**src/rtl/fetch_unit_if.sv**
```systemverilog
// Fetch unit bus bundle: PC update port, instruction memory handshake,
// decode handshake and execute-side redirect/halt controls.
`timescale 1ns/1ps
interface fetch_unit_if #(
  parameter int POINTER_LEN = 16,
  parameter int DATA_LEN    = 16
);
  logic [POINTER_LEN-1:0] instruction_ptr;
  logic                   pc_wr_en;
  logic                   pc_src;
  logic [DATA_LEN-1:0]    pc_data;
  logic                   imem_req;
  logic [POINTER_LEN-1:0] imem_addr;
  logic                   imem_ack;
  logic [DATA_LEN-1:0]    imem_rdata;
  logic [DATA_LEN-1:0]    ir;
  logic                   ir_valid;
  logic                   ir_ready;
  logic                   redirect;
  logic [DATA_LEN-1:0]    redirect_target;
  logic                   halt;
  logic                   fetch_err;

  modport master (
    input  instruction_ptr, imem_ack, imem_rdata, ir_ready, redirect,
           redirect_target, halt,
    output pc_wr_en, pc_src, pc_data, imem_req, imem_addr, ir, ir_valid,
           fetch_err
  );

  modport slave (
    output instruction_ptr, imem_ack, imem_rdata, ir_ready, redirect,
           redirect_target, halt,
    input  pc_wr_en, pc_src, pc_data, imem_req, imem_addr, ir, ir_valid,
           fetch_err
  );
endinterface

```
**src/rtl/fetch_unit.sv**
```systemverilog
// Instruction fetch sequencer: fetch -> hold for decode -> PC increment, with
// redirect/drain/load/settle handling. Optional FETCH_TIMEOUT_EN adds an ack timeout.
`timescale 1ns/1ps
module fetch_unit #(
  parameter int POINTER_LEN     = 16,
  parameter int DATA_LEN        = 16,
  parameter int REDIRECT_SETTLE = 2,
  parameter int TIMEOUT         = 64
) (
  input  logic          clk,
  input  logic          rst,
  fetch_unit_if.master  bus
);

  typedef enum logic [2:0] {
    S_IDLE, S_FETCH, S_HOLD, S_INC, S_DRAIN, S_LOAD, S_SETTLE
  } state_t;

  // One counter serves both SETTLE and the ack timeout; they never overlap.
  localparam int CNT_MAX = (REDIRECT_SETTLE > TIMEOUT) ? REDIRECT_SETTLE : TIMEOUT;
  localparam int CNT_W   = $clog2(CNT_MAX + 1);

  state_t                 state_q, state_d;
  logic [POINTER_LEN-1:0] addr_q, addr_d;
  logic [DATA_LEN-1:0]    ir_q, ir_d;
  logic [DATA_LEN-1:0]    tgt_q, tgt_d;
  logic [CNT_W-1:0]       cnt_q, cnt_d;
  logic                   err_q, err_d;
  logic                   settle_done;

  assign settle_done = (int'(cnt_q) + 1) >= REDIRECT_SETTLE;

`ifdef FETCH_TIMEOUT_EN
  logic tmo_hit;
  assign tmo_hit = (int'(cnt_q) + 1) >= TIMEOUT;
`endif

  always_ff @(posedge clk or negedge rst) begin
    if (!rst) begin
      state_q <= S_IDLE;
      addr_q  <= '0;
      ir_q    <= '0;
      tgt_q   <= '0;
      cnt_q   <= '0;
      err_q   <= 1'b0;
    end else begin
      state_q <= state_d;
      addr_q  <= addr_d;
      ir_q    <= ir_d;
      tgt_q   <= tgt_d;
      cnt_q   <= cnt_d;
      err_q   <= err_d;
    end
  end

  always_comb begin
    state_d = state_q;
    addr_d  = addr_q;
    ir_d    = ir_q;
    tgt_d   = tgt_q;
    cnt_d   = '0;
    err_d   = err_q;

    // The newest redirect target always wins, whatever the state.
    if (bus.redirect) tgt_d = bus.redirect_target;

    unique case (state_q)
      S_IDLE: begin
        if (bus.redirect) begin
          state_d = S_LOAD;
        end else if (!bus.halt) begin
          state_d = S_FETCH;
          addr_d  = bus.instruction_ptr;
        end
      end
      S_FETCH: begin
        if (bus.imem_ack) begin
          if (bus.redirect) begin
            state_d = S_LOAD;
          end else begin
            state_d = S_HOLD;
            ir_d    = bus.imem_rdata;
          end
        end
`ifdef FETCH_TIMEOUT_EN
        else if (tmo_hit) begin
          err_d   = 1'b1;
          state_d = bus.redirect ? S_LOAD : S_IDLE;
        end
`endif
        else if (bus.redirect) begin
          state_d = S_DRAIN;
        end
      end
      S_HOLD: begin
        if (bus.redirect)      state_d = S_LOAD;
        else if (bus.ir_ready) state_d = S_INC;
      end
      S_INC: state_d = bus.redirect ? S_LOAD : S_IDLE;
      S_DRAIN: begin
        if (bus.imem_ack) begin
          state_d = S_LOAD;
        end
`ifdef FETCH_TIMEOUT_EN
        else if (tmo_hit) begin
          err_d   = 1'b1;
          state_d = S_LOAD;
        end
`endif
      end
      S_LOAD: state_d = bus.redirect ? S_LOAD : S_SETTLE;
      S_SETTLE: begin
        if (bus.redirect)     state_d = S_LOAD;
        else if (settle_done) state_d = S_IDLE;
        else                  cnt_d   = cnt_q + 1'b1;
      end
      default: state_d = S_IDLE;
    endcase

`ifdef FETCH_TIMEOUT_EN
    if ((state_q == S_FETCH || state_q == S_DRAIN) &&
        (state_d == S_FETCH || state_d == S_DRAIN))
      cnt_d = cnt_q + 1'b1;
`endif
  end

  assign bus.imem_req  = (state_q == S_FETCH) || (state_q == S_DRAIN);
  assign bus.imem_addr = addr_q;
  assign bus.ir        = ir_q;
  assign bus.ir_valid  = (state_q == S_HOLD);
  assign bus.pc_wr_en  = (state_q == S_INC) || (state_q == S_LOAD);
  assign bus.pc_src    = (state_q == S_LOAD);
  assign bus.pc_data   = (state_q == S_LOAD) ? tgt_q : '0;
  assign bus.fetch_err = err_q;

endmodule

```
**src/flat_wrapper.sv**
```systemverilog
// flat-port wrapper written by rule: the top's interface ports become plain ports
module fetch_unit_flat 
#(
  parameter int POINTER_LEN     = 16,
  parameter int DATA_LEN        = 16,
  parameter int REDIRECT_SETTLE = 2,
  parameter int TIMEOUT         = 64
)
  (clk, rst, bus_instruction_ptr, bus_imem_ack, bus_imem_rdata, bus_ir_ready, bus_redirect, bus_redirect_target, bus_halt, bus_pc_wr_en, bus_pc_src, bus_pc_data, bus_imem_req, bus_imem_addr, bus_ir, bus_ir_valid, bus_fetch_err);
  fetch_unit_if #(.POINTER_LEN(POINTER_LEN), .DATA_LEN(DATA_LEN)) bus_i ();
  input  logic clk;
  input  logic rst;
  input wire logic [$bits(bus_i.instruction_ptr)-1:0] bus_instruction_ptr;
  input wire logic [$bits(bus_i.imem_ack)-1:0] bus_imem_ack;
  input wire logic [$bits(bus_i.imem_rdata)-1:0] bus_imem_rdata;
  input wire logic [$bits(bus_i.ir_ready)-1:0] bus_ir_ready;
  input wire logic [$bits(bus_i.redirect)-1:0] bus_redirect;
  input wire logic [$bits(bus_i.redirect_target)-1:0] bus_redirect_target;
  input wire logic [$bits(bus_i.halt)-1:0] bus_halt;
  output wire logic [$bits(bus_i.pc_wr_en)-1:0] bus_pc_wr_en;
  output wire logic [$bits(bus_i.pc_src)-1:0] bus_pc_src;
  output wire logic [$bits(bus_i.pc_data)-1:0] bus_pc_data;
  output wire logic [$bits(bus_i.imem_req)-1:0] bus_imem_req;
  output wire logic [$bits(bus_i.imem_addr)-1:0] bus_imem_addr;
  output wire logic [$bits(bus_i.ir)-1:0] bus_ir;
  output wire logic [$bits(bus_i.ir_valid)-1:0] bus_ir_valid;
  output wire logic [$bits(bus_i.fetch_err)-1:0] bus_fetch_err;
  assign bus_i.instruction_ptr = bus_instruction_ptr;
  assign bus_i.imem_ack = bus_imem_ack;
  assign bus_i.imem_rdata = bus_imem_rdata;
  assign bus_i.ir_ready = bus_ir_ready;
  assign bus_i.redirect = bus_redirect;
  assign bus_i.redirect_target = bus_redirect_target;
  assign bus_i.halt = bus_halt;
  assign bus_pc_wr_en = bus_i.pc_wr_en;
  assign bus_pc_src = bus_i.pc_src;
  assign bus_pc_data = bus_i.pc_data;
  assign bus_imem_req = bus_i.imem_req;
  assign bus_imem_addr = bus_i.imem_addr;
  assign bus_ir = bus_i.ir;
  assign bus_ir_valid = bus_i.ir_valid;
  assign bus_fetch_err = bus_i.fetch_err;
  fetch_unit #(.POINTER_LEN(POINTER_LEN), .DATA_LEN(DATA_LEN), .REDIRECT_SETTLE(REDIRECT_SETTLE), .TIMEOUT(TIMEOUT)) u_core (.clk(clk), .rst(rst), .bus(bus_i));
endmodule
```
**config.mk**
```make
export PLATFORM = sky130hd
export DESIGN_NAME = fetch_unit_flat
export DESIGN_NICKNAME = d
export VERILOG_FILES = /design/src/rtl/fetch_unit_if.sv /design/src/rtl/fetch_unit.sv /design/src/flat_wrapper.sv
export SDC_FILE = /design/constraint.sdc
export NUM_CORES = 1
export LEC_CHECK = 0
export ABC_AREA = 1
export ABC_CLOCK_PERIOD_IN_PS = 2700
export CAP_MARGIN = 25
export CORE_UTILIZATION = 47
export DETAILED_ROUTE_END_ITERATION = 10
export PLACE_DENSITY = 0.85
export SKIP_LAST_GASP = 1
export SLEW_MARGIN = 30
export SYNTH_ARGS = -nofsm -noshare
export SYNTH_HDL_FRONTEND = slang
export SYNTH_SLANG_ARGS = --single-unit
```
**constraint.sdc**
```tcl
create_clock -name clk -period 2.7 [get_ports clk]
set_input_delay 0.405 -clock clk [delete_from_list [all_inputs] [get_ports clk]]
set_output_delay 0.405 -clock clk [all_outputs]
set_load 0.02 [all_outputs]
```
# Word level (Yosys, flattened, before mapping)
# Index checks and enable logic that the tools add are counted.
# op_classes
addsub,2
n_mux,17
order_cmp,1
bitwise,2
eq_ne,11
n_reduce_logical,6
# op_table
operator,count
two-way mux 3 bit,11
>= comparator 32 x 3 -> 1 bit (second input constant),1
two-way mux 7 bit,3
case mux 3 bit (7 select lines),1
two-way mux 16 bit,1
== test 3 bit (second input constant),3
!= test 3 bit (second input constant),3
adder 7 x 1 -> 8 bit (second input constant),1
adder 7 x 1 -> 7 bit (second input constant),1
== test 3 x 2 -> 1 bit (second input constant),2
AND reduction 3 bit,2
AND reduction 5 bit,1
== test 3 x 1 -> 1 bit (second input constant),1
logical NOT 3 bit,1
!= test 3 x 2 -> 1 bit (second input constant),1
logical OR 1 bit,2
two-way mux 2 bit,1
!= test 2 bit (second input constant),1
NOT 1 bit,2
# totals
elab_cells,44
out_inout_bits,53
ff_bits,58
in_bits,54

# Logic depth before layout (Yosys ltp)
# Gate-level depths: netlist (run 1).
# depth
word_depth,5
ltp_mapped,10
ltp_nobuf,10

# Worst setup path after synthesis (run 1)
# Ideal clock, no wire load.
# synth_timing
path_type,reg-to-output
from,register u_core.state_q[1]
to,output bus_pc_data[10]
path_buffers,2
stages_incl_launch_ff,8
t_arrival_ns,1.578
required_time_ns,2.295
path_slack_ns,0.717
path_cell_list,dfrtp_1 -> buf_6 -> inv_1 -> nand2_1 -> nor2_1 -> inv_2 -> buf_2 -> nor2_1
# synth_via
elab_chain_len,2
# synth_lines
element,line,source
"start, declared",fetch_unit.sv:23,"state_t state_q, state_d;"
"start signal, assigned",fetch_unit.sv:47,state_q <= state_d;
== test 3 bit,n/a,
named net bus_pc_src,flat_wrapper.sv:21,output wire logic [$bits(bus_i.pc_src)-1:0] bus_pc_src;
two-way mux 16 bit,fetch_unit.sv:133,assign bus.pc_data = (state_q == S_LOAD) ? tgt_q : '0;
"end, declared",flat_wrapper.sv:22,output wire logic [$bits(bus_i.pc_data)-1:0] bus_pc_data;
# The timed path passes the listed nets, and every way through them passes these cells.

# Final worst setup path (run 1)
# layout_timing
from,register u_core.state_q[1]
to,output bus_pc_data[10]
# layout_via
elab_chain_len,2
# layout_lines
element,line
== test 3 bit,fetch_unit.sv:133
two-way mux 16 bit,fetch_unit.sv:133
# Every way passes these cells.

==> results_dict.tcl, run 1 <==
set metrics [dict create \
    synth.avg_cell_area_um2 10.4 \
    dp_cells 434 \
    worstSetupStartpointType "register" \
    setup_viol 0 \
    worst_pin_slew_ns 0.523 \
    n_fill_cell 391 \
    regArea_um2 1450 \
    path_class "register to primary output" \
    core_area_um2 5510 \
    ys_warn_count 0 \
    synth_top_cell_area_share 0.542 \
    cts-root-buf "clkbuf_8" \
    cts_made_buffers 9 \
    crit_required_ns 2.30 \
    drt_iter0_markers 96 \
    io_pins 107 \
    worstSetupEndpointType "primary output" \
    synth_area_um2 2680 \
    syn_to_final_growth_pct 51.6 \
    cp_max_fo 17 \
    clk_latency_ns 0.33 \
    maxSlewHeadroom 0.651 \
    syn_inst 257 \
    fin_area_um2 4060 \
    ir_drop_v 0.000639 \
    die_area_um2 6000 \
    die_h_um 77.5 \
    post_cts_resized 0 \
    drc 0 \
    grt_pass1_vias 2077 \
    cts_tree "done" \
    ys_types 30 \
    post_cts_buffers 0 \
    drv_slew 0 \
    stdcell_count 450 \
    multi_input_area_um2 1060 \
    grt_util_all_layers 0.214 \
    place_hpwl_mm 4.26 \
    cellLeakagePower_nw 1.95 \
    p_clk_frac 0.248 \
    drive_above_1_share 0.164 \
    grt-ovfl-total 0 \
    rsz0062_at_grt "no" \
    hold_class "input pin to async pin" \
    fin_crit_ns 2.55 \
    whs_ns 0.0507 \
    regToRegSetupSlack_ns 1.11 \
    start_util 0.486 \
    switching_share 0.336 \
    wirelength_mm 6.08 \
    io_buffers 105 \
    rows 27 \
    synth_area_leader_cell "dfrtp_1" \
    htree_levels 3 \
    synth.area.top_cells "dfrtp_1 54%, mux2_4 11%, nand2_1 6.0%, mux2_2 5.0%, nor2_1 4.6%" \
    clk_pin_slew_ns 0.06 \
    tns_ns 0 \
    viasPerCell 4.75 \
    ctsHoldBuffers 0 \
    powerDensity_nw_per_um2 1060 \
    gp_congestion 0.771 \
    wl_per_cell_um 13.5 \
    antenna_found_initial 0 \
    clock_skew_ns 0.0109 \
    outcome "completed" \
    fmax_ghz 0.393 \
    hold_viol_final 0 \
    dr.pass1.iters 4 \
    die_x_um 77.5 \
    vias 2137 \
    postPlaceCellArea_um2 3790 \
    yosysSeqAreaShare 0.542 \
    antenna_cells 0 \
    timing.final.crit_share 0.943 \
    p_int_mw 2.86 \
    drv_cap 0 \
    totalPowerFinal_mw 4.32 \
    cts.sinks 58 \
    ant_nets 0 \
    pwr-share-comb 0.444 \
    clk_path_buf_depth 2 \
    seq_power_share 0.309 \
    grt_pass1_wl_mm 9.85 \
    power.switching_mw 1.45 \
    synth-seq-cells 58 \
    cp.arrival_ns 2.14 \
    nNetsFinal 429 \
    grt_max_degree 44 \
]
[flip-flops by register name, indices dropped and copies added, names as in the netlist]
name and count:
u_core.bus.imem_addr 16, u_core.bus.ir 16, u_core.cnt_q 7, u_core.state_q 3, u_core.tgt_q 16
[Yosys cell counts]
master,n
dfrtp_1,58
nand2_1,43
nor2_1,33
inv_1,28
mux2_4,20
o21ai_0,19
nand3_1,14
mux2_2,12
clkbuf_1,3
inv_2,3
a21oi_1,2
buf_6,2
ha_1,2
nand2_2,2
and2_1,1
buf_1,1
buf_12,1
buf_2,1
buf_4,1
clkinv_1,1
conb_1,1
nand2_4,1
nand3_4,1
nand4_1,1
nor2_2,1
nor2_4,1
nor2_8,1
o211ai_1,1
o21ai_1,1
or2_2,1
[cell families after synthesis]
family          after synthesis  share of synthesized area
simple gates                100                      0.169
buf+inv                      41                     0.0711
other cells                   1                    0.00140
mux                          32                      0.163
flops                        58                      0.542
fa+ha+maj                     2                    0.00935
compound gates               23                     0.0439
[placed cells by master, fill, tap and decap left out, drive strengths merged, types with 4 or more instances in the layout]
master         synthesis  routed
nand3                 15      15
nand2                 46      46
bufinv                 0       4
clkbuf                 3      11
nor2                  36      36
mux2                  32      32
conb                   1       7
dfrtp                 58      58
buf                    6       4
inv                   31      31
o21ai                 20      20
clkdlybuf4s50          0     104
[layout make-up]
class                   instances  area share
clock inverters                 5      0.0308
flip-flops and latches         58       0.358
multi-input cells             164       0.261
inverters                      32      0.0296
repair buffers                108       0.264
well taps                      72      0.0222
clock buffers                  11      0.0349
[worst paths after layout]
path / cells after the start / startpoint / to
max: 6 / u_core.state_q[1]$_DFFE_PN0P_ / bus_pc_data[10]
min: 1 / rst / u_core.tgt_q[3]$_DFFE_PN0P_
max reg2reg: 5 / u_core.state_q[1]$_DFFE_PN0P_ / u_core.bus.ir[11]$_DFFE_PN0P_
min reg2reg: 1 / u_core.bus.imem_addr[6]$_DFFE_PN0P_ / u_core.bus.imem_addr[6]$_DFFE_PN0P_
max in group asynchronous: 2 / rst / u_core.bus.imem_addr[3]$_DFFE_PN0P_
min in group clk: 1 / u_core.bus.imem_addr[6]$_DFFE_PN0P_ / u_core.bus.imem_addr[6]$_DFFE_PN0P_
[worst max-delay path, cell delays in order (launching register included)]
cell and delay, ns:
dfrtp_1 0.51, inv_1 0.16, nand2_1 0.06, nor2_1 0.16, inv_2 0.16, nor2_1 0.16
clkdlybuf4s50_1 0.62
[metal layers]
metal / track usage / wire length (um)
met1: 0.274 / 2680
met2: 0.348 / 2920
met3: 0.0482 / 356
met4: 0.0906 / 124
met5: 0 / 0
[through the flow]
step                       util  setup slack [ns]
after floorplan               -             0.717
after global placement    0.688             0.609
after detailed placement  0.688             0.520
after CTS                 0.736             0.157
after global routing      0.737           0.00351
final                     0.737             0.153
[power by group through the flow]
stage	Clock, mW	Combinational (mW)	Sequential, mW
after global routing	1.11	2.04	1.37
final	1.07	1.91	1.33
after global placement	0	1.87	1.32
after detailed placement	0	1.91	1.34
after CTS	1.08	1.93	1.33
after floorplan	0	0.792	1.59
Note: power is estimated with default switching activity, not from simulation.
==> inputs of run 2 (changes only) <==
- GPL_TIMING_DRIVEN: not set -> 1
- SLEW_MARGIN: 30 -> not set
==> run 2 against run 1 <==
- worst hold slack improved by 0.36 ns
- register-to-register slack barely moved
- routed wire length rose by 0.21%
- combinational power barely moved
- critical path type unchanged
- largest cell class unchanged
==> results_dict.tcl, run 2 (synthesis gave the netlist of run 1 again) <==
set metrics [dict create \
    seq_power_share 0.308 \
    ctsHoldBuffers 0 \
    postLayoutCoreUtil 0.742 \
    fmax_ghz 0.398 \
    wirelength_mm 6.09 \
    cellLeakagePower_nw 1.96 \
    rsz0062_at_grt "no" \
    pwr-share-comb 0.444 \
    outcome "completed" \
    clk_latency_ns 0.33 \
    fin_crit_ns 2.51 \
    cts_made_buffers 9 \
    io_buffers 105 \
    timing.final.crit_share 0.931 \
    final_common_cell "clkdlybuf4s50_1" \
    tns_ns 0 \
    regArea_um2 1450 \
    ir_drop_v 0.000636 \
    vias 2140 \
    worstSetupEndpointType "primary output" \
    hold_viol_final 0 \
    grt_util_all_layers 0.214 \
    p_clk_frac 0.247 \
    ant_nets 0 \
    p_int_mw 2.87 \
    rows 27 \
    layout_common_cells "104 x clkdlybuf4s50_1, 58 x dfrtp_1, 43 x nand2_1" \
    switching_share 0.336 \
    clock_skew_ns 0.00968 \
    multi_input_area_um2 1060 \
    die_x_um 77.5 \
    hold_class "input pin to async pin" \
    viasPerCell 4.73 \
    nNetsFinal 431 \
    htree_levels 3 \
    clk_path_buf_depth 2 \
    grt_max_degree 44 \
    clk_pin_slew_ns 0.06 \
    cp.arrival_ns 2.11 \
    die_area_um2 6000 \
    post_cts_buffers 0 \
    crit_required_ns 2.30 \
    whs_ns 0.414 \
    grt_pass1_vias 2077 \
    wl_per_cell_um 13.5 \
    drt_iter0_markers 102 \
    post_cts_resized 0 \
    cts-root-buf "clkbuf_8" \
    antenna_cells 0 \
    die_h_um 77.5 \
    powerDensity_nw_per_um2 1060 \
    drc 0 \
    fin_area_um2 4080 \
    path_class "register to primary output" \
    grt_pass1_wl_mm 9.85 \
    drive_above_1_share 0.166 \
    power.switching_mw 1.45 \
    n_fill_cell 388 \
    drv_cap 0 \
    drv_slew 0 \
    cts_tree "done" \
    io_pins 107 \
    place_hpwl_mm 4.26 \
    syn_to_final_growth_pct 52.6 \
    dr.pass1.iters 4 \
    cts.sinks 58 \
    start_util 0.486 \
    regToRegSetupSlack_ns 1.12 \
    worstSetupStartpointType "register" \
    gp_congestion 0.771 \
    antenna_found_initial 0 \
    setup_viol 0 \
    grt-ovfl-total 0 \
    core_area_um2 5510 \
    cp_max_fo 17 \
    postPlaceCellArea_um2 3790 \
]
## run 2: changes by cell type in the layout (fill, tap and decap cells not counted), sizes merged
cell and change:
dlygate4sd3 +1, buf +1
## run 2: per-layer routing
metal	wire (um)	GRT usage	vias to the layer above
met1	2650	0.274	1008
li1	-	-	1041
met4	130	0.0906	0
met3	382	0.0482	14
met2	2930	0.348	77
met5	0	0	-
## run 2: final cells by class
class / instances / share of cell area
Clock buffer: 11 / 0.0346
Tap cell: 72 / 0.0221
Sequential cell: 58 / 0.355
Clock inverter: 5 / 0.0306
Inverter: 32 / 0.0294
Multi-Input combinational cell: 164 / 0.259
Timing Repair Buffer: 110 / 0.269
## run 2: power by group through the flow
stage / Combinational, mW / Clock [mW] / Sequential (mW)
2_1_floorplan: 0.792 / 0 / 1.59
3_3_place_gp: 1.87 / 0 / 1.32
3_5_place_dp: 1.91 / 0 / 1.34
4_1_cts: 1.93 / 1.08 / 1.33
5_1_grt: 2.04 / 1.11 / 1.37
6_report: 1.92 / 1.07 / 1.33
## run 2: final timing paths
check	from	endpoint	depth (start not counted)
max in group asynchronous	rst	u_core.bus.imem_addr[3]$_DFFE_PN0P_	4
worst min register to register	u_core.bus.imem_addr[11]$_DFFE_PN0P_	u_core.bus.imem_addr[11]$_DFFE_PN0P_	1
worst max-delay path	u_core.state_q[1]$_DFFE_PN0P_	bus_pc_data[3]	6
worst max register to register	u_core.state_q[1]$_DFFE_PN0P_	u_core.bus.ir[11]$_DFFE_PN0P_	5
worst min-delay path	rst	u_core.tgt_q[14]$_DFFE_PN0P_	2
min in group clk	u_core.bus.imem_addr[11]$_DFFE_PN0P_	u_core.bus.imem_addr[11]$_DFFE_PN0P_	1
## run 2: per-stage QoR
| step | power [mW] | setup WS (ns) | std cells |
|---|---|---|---|
| floorplan | 2.38 | 0.717 | 263 |
| CTS | 4.34 | 0.157 | 450 |
| detailed placement | 3.26 | 0.520 | 434 |
| finish | 4.32 | 0.186 | 452 |
| global placement | 3.19 | 0.609 | 434 |
| global route | 4.52 | 0.00308 | 452 |
## run 2: worst max-delay path, cell delays in order, from the launching register on
cell and delay (ns):
dfrtp_1 0.51, inv_1 0.16, nand2_1 0.06, nor2_1 0.15, inv_2 0.16, nor2_1 0.13
clkdlybuf4s50_1 0.62
